## src/rtl/mem_arbiter.sv

```systemverilog
// mem_arbiter
//   Round-robin arbiter that lets NCORES cores share one memory port.
//   One transaction is in flight at a time; each completes with a
//   single-cycle one-hot rvalid pulse to the owning core.
//
// Ports
//   clk, rst              clock, asynchronous active-high reset
//   req[NCORES]           per-core request, held stable while stall is high
//   req_write[NCORES]     per-core store (1) / load (0)
//   req_addr, req_wdata   per-core 32-bit address / store data, core i at [32i+31:32i]
//   stall[NCORES]         per-core hold, req & ~rvalid
//   rvalid[NCORES]        one-hot completion pulse
//   rdata[32]             last load data, broadcast to all cores
//   mem_req/mem_write/mem_addr/mem_wdata   shared memory request
//   mem_ack/mem_rdata     memory response, rdata valid with ack
//   grant_id[IDW]         index of the core owning the port
//
// state  | meaning
// S_IDLE | no transaction; arbitrate among req bits
// S_BUSY | mem_req high, request fields frozen, waiting for mem_ack
// S_DONE | rvalid pulse to grant_id; requests ignored this cycle

module mem_arbiter #(
  parameter int NCORES = 4,
  parameter int IDW    = 2
) (
  input  logic                 clk,
  input  logic                 rst,
  input  logic [NCORES-1:0]    req,
  input  logic [NCORES-1:0]    req_write,
  input  logic [32*NCORES-1:0] req_addr,
  input  logic [32*NCORES-1:0] req_wdata,
  output logic [NCORES-1:0]    stall,
  output logic [NCORES-1:0]    rvalid,
  output logic [31:0]          rdata,
  output logic                 mem_req,
  output logic                 mem_write,
  output logic [31:0]          mem_addr,
  output logic [31:0]          mem_wdata,
  input  logic                 mem_ack,
  input  logic [31:0]          mem_rdata,
  output logic [IDW-1:0]       grant_id
);

  typedef enum logic [1:0] {
    S_IDLE = 2'd0,
    S_BUSY = 2'd1,
    S_DONE = 2'd2
  } state_t;

  state_t         r_state;
  logic [IDW-1:0] r_last;
  logic [IDW-1:0] w_winner;
  logic [IDW-1:0] w_cand;

  // Walk the search order backwards so the earliest candidate after r_last
  // is the one left standing. NCORES is a power of two, so the IDW-bit add
  // wraps exactly like mod NCORES; k = NCORES lands back on r_last itself.
  always_comb begin
    w_winner = '0;
    w_cand   = '0;
    for (int k = NCORES; k >= 1; k--) begin
      w_cand = r_last + IDW'(k);
      if (req[w_cand]) w_winner = w_cand;
    end
  end

  assign stall = req & ~rvalid;

  always_ff @(posedge clk or posedge rst) begin
    if (rst) begin
      r_state   <= S_IDLE;
      r_last    <= IDW'(NCORES - 1);
      grant_id  <= '0;
      mem_req   <= 1'b0;
      mem_write <= 1'b0;
      mem_addr  <= '0;
      mem_wdata <= '0;
      rvalid    <= '0;
      rdata     <= '0;
    end else begin
      case (r_state)
        S_IDLE: begin
          if (|req) begin
            grant_id  <= w_winner;
            mem_write <= req_write[w_winner];
            mem_addr  <= req_addr[{w_winner, 5'b0} +: 32];
            mem_wdata <= req_wdata[{w_winner, 5'b0} +: 32];
            mem_req   <= 1'b1;
            r_state   <= S_BUSY;
          end
        end
        S_BUSY: begin
          // A granted core dropping req here does not abort; only ack ends BUSY.
          if (mem_ack) begin
            if (!mem_write) rdata <= mem_rdata;
            r_last  <= grant_id;
            mem_req <= 1'b0;
            rvalid  <= {{(NCORES-1){1'b0}}, 1'b1} << grant_id;
            r_state <= S_DONE;
          end
        end
        S_DONE: begin
          rvalid  <= '0;
          r_state <= S_IDLE;
        end
        default: begin
          mem_req <= 1'b0;
          rvalid  <= '0;
          r_state <= S_IDLE;
        end
      endcase
    end
  end

endmodule

```

## config.mk

```make
export PLATFORM = sky130hd
export DESIGN_NAME = mem_arbiter
export DESIGN_NICKNAME = d
export VERILOG_FILES = /design/src/rtl/mem_arbiter.sv
export SDC_FILE = /design/constraint.sdc
export NUM_CORES = 1
export LEC_CHECK = 0
export ABC_CLOCK_PERIOD_IN_PS = 4100
export CAP_MARGIN = 20
export CORE_AREA = 2 2 160 162
export DETAILED_ROUTE_END_ITERATION = 10
export DIE_AREA = 0 0 162 164
export PLACE_DENSITY = 0.54
export SLEW_MARGIN = 15
export SYNTH_ARGS = -nofsm -noshare
export SYNTH_HDL_FRONTEND = slang
export SYNTH_SLANG_ARGS = --single-unit
```

## constraint.sdc

```tcl
create_clock -name clk -period 4.1 [get_ports clk]
set_input_delay 0.41 -clock clk [delete_from_list [all_inputs] [get_ports clk]]
set_output_delay 0.41 -clock clk [all_outputs]
set_load 0.01 [all_outputs]
```

==> results.yml <==
worst_setup_path:
  rrSetupSlack_ps: 1690
  start_kind: "flop"
  crit_required_ps: 4310
  critical_path_class: "flop to flop"
  worst_ep_arrival_time_ps: 2620
  end_kind: "flop"
  cp_max_fo: 56
timing:
  worst_slew_pin_slew_ps: 938
  setup_violations: 0
  max_freq_mhz: 415
  period_share_pct: 58.7
  clock_skew_ps: 7.20
  tns_ps: 0
  worst_slack_ps: 1690
  slew_viol_final: 0
  grt_setup_unrepaired: "false"
  hold_viol: 0
  slew-limit-headroom_pct: 37.5
  fin_crit_ps: 2410
detailed_routing:
  viasPerCell: 4.55
  firstDrtPassIters: 4
  drc: 0
  wire_per_inst_um: 19.0
  drt_iter0_markers: 258
  ant_nets: 0
  routed_wl_um: 22900
  vias: 5498
final_layout:
  final_cell_mix: "406 x clkdlybuf4s50_1, 131 x mux2i_1, 106 x dfrtp_1, 75 x nand2_1, 65 x o221ai_1"
  multi_input_area_um2: 2760
  nets: 1173
  seqCellArea_um2: 2710
  synthToLayoutAreaGrowth_pct: 78.0
  fillCellCount: 2441
  n_antenna_cell: 0
  drive_gt1_share_pct: 3.64
  final_common_cell: "clkdlybuf4s50_1"
clock_tree:
  cts_resized: 0
  cts.sinks: 108
  clock_latency_ps: 360
  clockBufferDepth: 2
  cts_inserted_buffers: 9
  ctsHoldBuffers: 0
  cts_root_buf: "clkbuf_16"
  cts_tree: "yes"
  path_clk_slew_ps: 80
  cts_setup_buffers: 0
  htreeDepth: 3
logic_synthesis:
  synth_seq_area_share_pct: 46.4
  synth_cell_types: 29
  synth_edf_count: 0
  syn_area_um2: 5830
  synthArstFlopShare_pct: 100
  synth_top_flop_cell: "dfrtp_1"
  syn_nets: 789
  synth_warnings: 0
  syn_inst: 490
  syn_area_per_cell_um2: 11.9
  synth_seq_cells: 108
power_and_ir_drop:
  p_per_area_nw_per_um2: 622
  ir_worst_vdd_mv: 0.280
  p_leak_uw: 0.00431
  p_comb_share_pct: 54.9
  p_sw_uw: 2430
  p_int_uw: 4020
  seq_power_share_pct: 30.2
  clockPowerShare_pct: 15.0
  swShare_pct: 37.7
global_route:
  grt_pass1_wl_um: 33800
  antenna_found_initial: 0
  track_usage_pct: 16.7
  grt_start_max_net_pins: 67
  grt_pass1_vias: 5635
  globalRouteOverflowTotal: 0
floorplanning:
  die_w_um: 162
  die_height_um: 164
  dieArea_um2: 26600
  core_region_area_um2: 24800
  initial_utilization_pct: 23.5
  io_pins: 407
  rows: 58
place:
  port_buffers: 406
  hpwl_um: 17000
  place_ws_ps: 1280
  gp_congestion: 0.752
flow_run:
  maxCapViolCount: 0
hold_path:
  hp-class: "input pin to asynchronous set/reset pin"
outcome:
  status: "completed"
worst paths after layout:
check                              start            end  cells after the start
max                            r_last[1]  mem_wdata[22]                      5
min                                  rst      rdata[27]                      2
max in group asynchronous            rst      r_last[0]                      3
max reg2reg                    r_last[1]  mem_wdata[22]                      5
min in group clk           mem_wdata[28]  mem_wdata[28]                      2
min reg2reg                mem_wdata[28]  mem_wdata[28]                      2
state kept, by name (all words and copies together), names as in the netlist:
signal	cells
mem_addr	32
mem_wdata	32
rdata	32
rvalid	4
grant_id	2
r_last	2
r_state	2
mem_req	1
mem_write	1
cell type report:
type / instances / area share, %
Clock buffer: 9 / 2.17
Clock inverter: 7 / 0.892
Inverter: 2 / 0.0965
Multi-Input combinational cell: 339 / 26.6
Sequential cell: 108 / 26.1
Tap cell: 330 / 3.98
Timing Repair Buffer: 414 / 40.2
power by group through the flow:
stage	Sequential [uW]	Combinational (uW)	Clock [uW]
floorplan	2140	1760	0
global placement	1960	3600	0
detailed placement	1960	3610	0
CTS	1950	3610	1010
global route	2020	3830	1060
finish	1950	3540	967
cells in the mapped netlist, types with 2 or more instances:
library cell,number,area [um2]
a21oi_1,7,35.0
buf_12,10,200
buf_2,8,40.0
bufbuf_8,3,56.3
clkbuf_1,17,63.8
dfrtp_1,106,2650
dfstp_2,2,52.6
inv_1,2,7.51
mux2_1,33,372
mux2i_1,131,1310
nand2_1,76,285
nand2b_1,2,12.5
nor2_1,7,26.3
nor2b_1,5,31.3
nor3b_1,2,15.0
o21ai_0,2,10.0
o221ai_1,65,569
metrics by stage:
| stage | total power (uW) | hold WS [ps] | area, um2 | util (%) | std cells |
|---|---|---|---|---|---|
| after global placement | 5550 | 467 | 10100 | 40.5 | 1193 |
| after floorplan | 3900 | 490 | 5830 | - | 490 |
| after global routing | 6900 | 512 | 10400 | 41.8 | 1209 |
| after CTS | 6570 | 491 | 10400 | 41.8 | 1209 |
| after detailed placement | 5570 | 472 | 10100 | 40.5 | 1193 |
| final | 6450 | 485 | 10400 | 41.8 | 1209 |
metal layers:
metal	global-route usage [%]	routed length [um]	part of all wire [%]	vias up
met2	29.7	11700	51	233
met3	4.27	1740	7.6	19
met5	0	0	0	-
met4	4.99	350	1.5	0
met1	19.8	9150	40	2627
li1	-	-	-	2619
logic make-up after synthesis:
group | share of synthesized area [%]
muxes | 28.9
DFF | 46.4
and+or+nand+nor | 6.72
AOI/OAI and AO/OA | 11.3
buffers and inverters | 6.70
worst max-delay path, cell delays in order, from the launching register on:
cell      delay [ps]
dfstp_2          610
mux2i_1          260
o221a_4          510
buf_12           400
mux2i_1          250
o221ai_1         140
No activity file was read; power rests on OpenSTA's default activity.
